**config.mk**
```make
export PLATFORM = sky130hd
export DESIGN_NAME = sync_fifo
export DESIGN_NICKNAME = d
export VERILOG_FILES = /design/src/rtl/test_port_writer_sync_fifo.sv
export SDC_FILE = /design/constraint.sdc
export NUM_CORES = 1
export LEC_CHECK = 0
export CAP_MARGIN = 40
export CELL_PAD_IN_SITES_DETAIL_PLACEMENT = 1
export CELL_PAD_IN_SITES_GLOBAL_PLACEMENT = 2
export CORE_ASPECT_RATIO = 1.5
export CORE_UTILIZATION = 37
export DETAILED_ROUTE_END_ITERATION = 8
export GPL_ROUTABILITY_DRIVEN = 0
export GPL_TIMING_DRIVEN = 0
export PLACE_DENSITY_LB_ADDON = 0.1
export SYNTH_ARGS = -nofsm -noshare
export SYNTH_HDL_FRONTEND = slang
export SYNTH_SLANG_ARGS = --single-unit
```
**constraint.sdc**
```tcl
create_clock -name clk -period 3.7 [get_ports clk]
set_input_delay 0.555 -clock clk [delete_from_list [all_inputs] [get_ports clk]]
set_output_delay 0.555 -clock clk [all_outputs]
set_load 0.005 [all_outputs]
```
**src/rtl/test_port_writer_sync_fifo.sv**
```systemverilog
// Single-clock FIFO with occupancy count; pushes when full and pops when empty are dropped.
module sync_fifo #(
    parameter int WIDTH = 32,
    parameter int DEPTH = 4
) (
    input  logic                     clk,
    input  logic                     rst,
    input  logic                     push,
    input  logic                     pop,
    input  logic [WIDTH-1:0]         din,
    output logic [WIDTH-1:0]         dout,
    output logic                     full,
    output logic                     empty,
    output logic [$clog2(DEPTH):0]   count
);
    localparam int AW = $clog2(DEPTH);

    logic [WIDTH-1:0] mem [DEPTH];
    logic [AW-1:0]    wr_ptr;
    logic [AW-1:0]    rd_ptr;
    logic             do_push;
    logic             do_pop;

    assign full    = (count == (AW+1)'(DEPTH));
    assign empty   = (count == '0);
    assign do_push = push && !full;
    assign do_pop  = pop && !empty;
    assign dout    = mem[rd_ptr];

    // DEPTH is a power of two, so the pointers wrap by plain overflow.
    always_ff @(posedge clk) begin
        if (!rst) begin
            wr_ptr <= '0;
            rd_ptr <= '0;
            count  <= '0;
            for (int i = 0; i < DEPTH; i++) mem[i] <= '0;
        end else begin
            if (do_push) begin
                mem[wr_ptr] <= din;
                wr_ptr      <= wr_ptr + 1'b1;
            end
            if (do_pop) rd_ptr <= rd_ptr + 1'b1;
            case ({do_push, do_pop})
                2'b10:   count <= count + 1'b1;
                2'b01:   count <= count - 1'b1;
                default: count <= count;
            endcase
        end
    end
endmodule

```
==> results.sh, run 1 <==
export IMPL_drtIter0Drc=129
export IMPL_netlist_instances=361
export IMPL_final_area_um2=7690
export IMPL_die_x_um=106
export IMPL_cts_inserted_buffers=17
export IMPL_die_area_um2=16800
export IMPL_final_max_slew_violation_count=0
export IMPL_synth_area_leader_cell="edfxtp_1"
export IMPL_endpoint_kind="output port"
export IMPL_timing_critical_path_arrival_ns=2.40
export IMPL_hold_path_end="wr_ptr[0]$_SDFFE_PN0P_"
export IMPL_period_needed_ns=2.96
export IMPL_finalHoldViolCount=0
export IMPL_yosys_area_share_adder=0.00539
export IMPL_synth_compound_area_share=0.0104
export IMPL_clockPowerShare=0.342
export IMPL_fmax_ghz=0.338
export IMPL_yosysUniqueCellTypes=30
export IMPL_reg2reg_from="count[0]$_SDFFE_PN0P_"
export IMPL_core_area_um2=15800
export IMPL_place_area_um2=7140
export IMPL_num_antenna_cells=0
export IMPL_reg2reg_to="count[2]$_SDFFE_PN0P_"
export IMPL_cts_htree_levels=4
export IMPL_ys_top_cells_by_area="edfxtp_1, and2_1, mux4_2"
export IMPL_cts_max_path_buffers=2
export IMPL_swShare=0.260
export IMPL_io_pins=73
export IMPL_clock_sinks=137
export IMPL_yosys_mux_area_fraction=0.121
export IMPL_vias=3347
export IMPL_synth_top_area_frac=0.637
export IMPL_yosys_area_share_simple=0.165
export IMPL_areaGrowthSynthToFinish_pct=27.5
export IMPL_drt_pre_antenna_iters=4
export IMPL_grt_pass1_wl_um=20700
export IMPL_maxCapViolations=0
export IMPL_pwr_share_seq=0.418
export IMPL_reg2regPathDepth=8
export IMPL_root_buffer="clkbuf_16"
export IMPL_avgSynthCellArea_um2=16.7
export IMPL_cts_resized=0
export IMPL_final_common_cell="and2_1"
export IMPL_min_path_type="flip-flop to flip-flop"
export IMPL_comb_power_share=0.239
export IMPL_vias_per_cell=4.98
export IMPL_critPathKind="flip-flop to output port"
export IMPL_cts_tree="done"
export IMPL_power_density_nw_per_um2=605
export IMPL_yosys_warnings=0
export IMPL_drive_above_1_share=0.198
export IMPL_setup_worst_path_start_class="flip-flop"
export IMPL_setup_viol=0
export IMPL_rows=56
export IMPL_whs_ns=0.513
export IMPL_ir_drop_mv=0.328
export IMPL_port_buffers=72
export IMPL_p_leak_nw=2.76
export IMPL_utilization=0.488
export IMPL_hp_start="wr_ptr[0]$_SDFFE_PN0P_"
export IMPL_syn_num_nets=399
export IMPL_grt_setup_unrepaired="no"
export IMPL_p_switching_mw=1.21
export IMPL_synth_xor_area_frac=0.00290
export IMPL_synth_seq_cells=137
export IMPL_finalPower_mw=4.65
export IMPL_clk_latency_ns=0.41
export IMPL_grt_pass1_vias=3650
export IMPL_final_cell_mix="and2_1, edfxtp_1, clkdlybuf4s50_1"
export IMPL_layout_worst_path_cycle_share=0.799
export IMPL_crit_required_ns=3.14
export IMPL_grt_usage=0.174
export IMPL_clk_pin_slew_ns=0.06
export IMPL_avgRoutedWirePerCell_um=20.5
export IMPL_die_height_um=158
export IMPL_wl_um=13800
export IMPL_min_path_cells=2
export IMPL_post_route_drc_count=0
export IMPL_ant_nets=0
export IMPL_layout_nets=494
export IMPL_internal_power_mw=3.44
export IMPL_syn_area_um2=6030
export IMPL_max_slew_worst_pin_slew_ns=0.818
export IMPL_antenna_found_initial=0
export IMPL_crit_fanout=10
export IMPL_reg2reg_slack_ns=1.28
export IMPL_run_status="complete, no violations"
export IMPL_overflow=0
export IMPL_clock_skew_ns=0.00728
export IMPL_postCtsSetupRepairBufs=0
export IMPL_cts_hold_buffers_added=0
export IMPL_setup_tns_ns=0
export IMPL_grt_max_degree=20
export IMPL_ys_seq_area_frac=0.667
export IMPL_synth_top_family_by_area="simple AND/OR/NAND/NOR gates"
export IMPL_relSlewSlack=0.452
export IMPL_place_hpwl_um=8950
export IMPL_initial_core_util=0.383
==> registers in the layout, indices dropped and copies added (netlist names), named ones only <==
| name | count |
|---|---|
| count | 3 |
| mem | 128 |
| rd_ptr | 2 |
| wr_ptr | 2 |
==> routing by layer <==
layer | part of all wire | wire, µm | GRT usage
met1 | 0.39 | 5310 | 0.189
met5 | 0 | 0 | 0
met4 | 0.011 | 153 | 0.0595
met3 | 0.034 | 470 | 0.0340
met2 | 0.57 | 7850 | 0.334
==> cell usage after synthesis (all sizes together) <==
cell / count
nand3: 1
nor3: 1
nor4bb: 1
mux2i: 1
a21o: 1
inv: 5
nor4b: 2
xnor2: 1
nor2b: 1
o21ai: 8
mux4: 32
buf: 18
fa: 1
edfxtp: 128
ha: 1
nand2b: 3
a21boi: 2
dfxtp: 9
and2: 131
and3: 1
or4bb: 1
or3: 2
or3b: 1
xor2: 1
clkbuf: 2
nand2: 6
==> stage by stage <==
step | instances | setup WS (ns)
floorplan | 361 | 0.246
global placement | 636 | -2.63
finish | 672 | 0.745
detailed placement | 640 | 0.721
global route | 672 | 0.644
CTS | 672 | 0.673
==> kinds of logic after synthesis <==
group | count (synthesis)
and+or+nand+nor | 151
DFF | 137
muxes | 33
buffers and inverters | 25
AOI/OAI and AO/OA | 11
xor gates and xnor gates | 2
adders and majority gates | 2
==> critical path: stages (launching register included) <==
cell	delay, ns
dfxtp_1	0.45
clkbuf_1	0.62
mux4_2	0.44
clkdlybuf4s50_1	0.47
==> final cells by class <==
type / count / area, µm²
fill: 1540 / 8070
sequential: 137 / 4020
multi-input combinational: 199 / 1870
timing repair buffer: 76 / 816
clock buffer: 18 / 429
tap: 203 / 254
buffer: 20 / 151
clock inverter: 14 / 125
inverter: 5 / 21.3
==> power groups by stage <==
stage	registers, mW	clock network [mW]	logic [mW]
floorplan	1.96	0	0.585
finish	1.95	1.59	1.11
detailed placement	1.98	0	1.15
global route	1.96	1.67	1.21
global placement	1.98	0	1.10
CTS	1.95	1.62	1.15
==> how the worst max path moves through the flow <==
stage               depth (start not counted)                        to
floorplan                                   3   mem[2][0]$_SDFFCE_PN0P_
global placement                            3  mem[2][24]$_SDFFCE_PN0P_
detailed placement                          5  mem[0][24]$_SDFFCE_PN0P_
CTS                                         3                  dout[31]
global route                                3                   dout[0]
finish                                      3                  dout[31]
Power figures use the tool's default switching activity.
==> inputs of run 2 (changes only) <==
--- a/config.mk
+++ b/config.mk
@@ -9,7 +9,7 @@
 export CELL_PAD_IN_SITES_DETAIL_PLACEMENT = 1
 export CELL_PAD_IN_SITES_GLOBAL_PLACEMENT = 2
 export CORE_ASPECT_RATIO = 1.5
-export CORE_UTILIZATION = 37
+export CORE_UTILIZATION = 41
 export DETAILED_ROUTE_END_ITERATION = 8
 export GPL_ROUTABILITY_DRIVEN = 0
 export GPL_TIMING_DRIVEN = 0
==> constraint.sdc (replaced) <==
create_clock -name clk -period 3 [get_ports clk]
set_input_delay 0.45 -clock clk [delete_from_list [all_inputs] [get_ports clk]]
set_output_delay 0.45 -clock clk [all_outputs]
set_load 0.005 [all_outputs]
==> results.sh, run 2 (synthesis results as in run 1) <==
export IMPL_run_status="complete, no violations"
export IMPL_final_common_cell="and2_1"
export IMPL_final_area_um2=7650
export IMPL_place_area_um2=7130
export IMPL_initial_core_util=0.425
export IMPL_placed_cells=629
export IMPL_cts_tree="done"
export IMPL_root_buffer="clkbuf_16"
export IMPL_ir_drop_mv=0.425
export IMPL_clk_pin_slew_ns=0.06
export IMPL_layout_nets=494
export IMPL_die_area_um2=15200
export IMPL_ant_nets=0
export IMPL_worst_slack_ns=0.149
export IMPL_largest_register_ffs=128
export IMPL_largest_register="mem"
export IMPL_min_path_type="flip-flop to flip-flop"
export IMPL_pre_cts_ws_ns=0.263
export IMPL_place_hpwl_um=8580
export IMPL_finalNonFillerCells=660
export IMPL_die_height_um=151
export IMPL_avgRoutedWirePerCell_um=19.8
export IMPL_grt_setup_unrepaired="no"
export IMPL_timing_critical_path_arrival_ns=2.40
export IMPL_num_antenna_cells=0
export IMPL_clock_sinks=137
export IMPL_vias=3256
export IMPL_wl_um=13100
export IMPL_cts_hold_buffers_added=0
export IMPL_areaGrowthSynthToFinish_pct=26.7
export IMPL_period_needed_ns=2.85
export IMPL_clock_skew_ns=0.00935
export IMPL_layout_worst_path_cycle_share=0.950
export IMPL_fmax_ghz=0.351
export IMPL_drive_above_1_share=0.188
export IMPL_maxCapViolations=0
export IMPL_rows=53
export IMPL_p_leak_nw=2.76
export IMPL_final_max_slew_violation_count=0
export IMPL_grt_max_degree=27
export IMPL_io_pins=73
export IMPL_cts_htree_levels=4
export IMPL_cts_max_path_buffers=2
export IMPL_final_cell_mix="and2_1, edfxtp_1, clkdlybuf4s50_1"
export IMPL_crit_fanout=10
export IMPL_drt_pre_antenna_iters=7
export IMPL_clk_latency_ns=0.41
export IMPL_crit_required_ns=2.55
export IMPL_drtIter0Drc=178
export IMPL_top_regs="mem: 128 flops, count: 3 flops"
export IMPL_endpoint_kind="output port"
export IMPL_finalHoldViolCount=0
export IMPL_critPathKind="flip-flop to output port"
export IMPL_cts_resized=0
export IMPL_relSlewSlack=0.464
export IMPL_vias_per_cell=4.93
export IMPL_die_x_um=101
export IMPL_grt_pass1_wl_um=19900
export IMPL_setup_tns_ns=0
export IMPL_power_density_nw_per_um2=735
export IMPL_cts_inserted_buffers=17
export IMPL_grt_pass1_vias=3593
export IMPL_antenna_found_initial=0
export IMPL_port_buffers=72
export IMPL_max_slew_worst_pin_slew_ns=0.802
export IMPL_setup_viol=0
export IMPL_postCtsSetupRepairBufs=0
export IMPL_grt_usage=0.187
export IMPL_setup_worst_path_start_class="flip-flop"
export IMPL_overflow=0
export IMPL_core_area_um2=14200
export IMPL_post_route_drc_count=0
==> run 2: worst max-delay path, cell delays in order (launching register included) <==
cell and delay [ns]:
dfxtp_1 0.43, clkbuf_1 0.64, mux4_2 0.45, clkdlybuf4s50_1 0.47
==> run 2: routing by layer <==
layer	share of wire	global-route usage
met1	0.39	0.215
met3	0.035	0.0381
met2	0.56	0.344
met4	0.010	0.0609
met5	0	0
==> run 2: cell type report <==
class	count	area, µm²
plain buffers	20	151
clock buffers	21	440
clock inverters	10	80.1
fillers	1387	6550
inverters	5	21.3
multi-input cells	199	1870
flip-flops and latches	137	4020
well taps	192	240
repair buffers	76	816
==> run 2: path summary, 6_finish.rpt <==
kind / start / end / slack, ns / cells after the start
worst min-delay path: wr_ptr[0]$_SDFFE_PN0P_ / wr_ptr[0]$_SDFFE_PN0P_ / 0.50 / 2
worst max register to register: count[2]$_SDFFE_PN0P_ / count[2]$_SDFFE_PN0P_ / 0.59 / 8
worst min register to register: wr_ptr[0]$_SDFFE_PN0P_ / wr_ptr[0]$_SDFFE_PN0P_ / 0.50 / 2
worst max-delay path: flip-flop / dout[8] / 0.15 / 3
==> run 2: power by group <==
group / internal (mW) / switching [mW] / total (mW)
Combinational: 0.782 / 0.578 / 1.36
Clock: 1.12 / 0.739 / 1.86
Sequential: 2.32 / 0.0723 / 2.40
==> run 2: per-stage QoR <==
stage	util	total power [mW]	hold slack [ns]
final	0.539	5.62	0.504
after detailed placement	0.502	3.83	0.497
after global placement	0.493	3.78	0.482
after global routing	0.539	5.86	0.535
after floorplan	-	3.14	0.461
after CTS	0.539	5.71	0.508
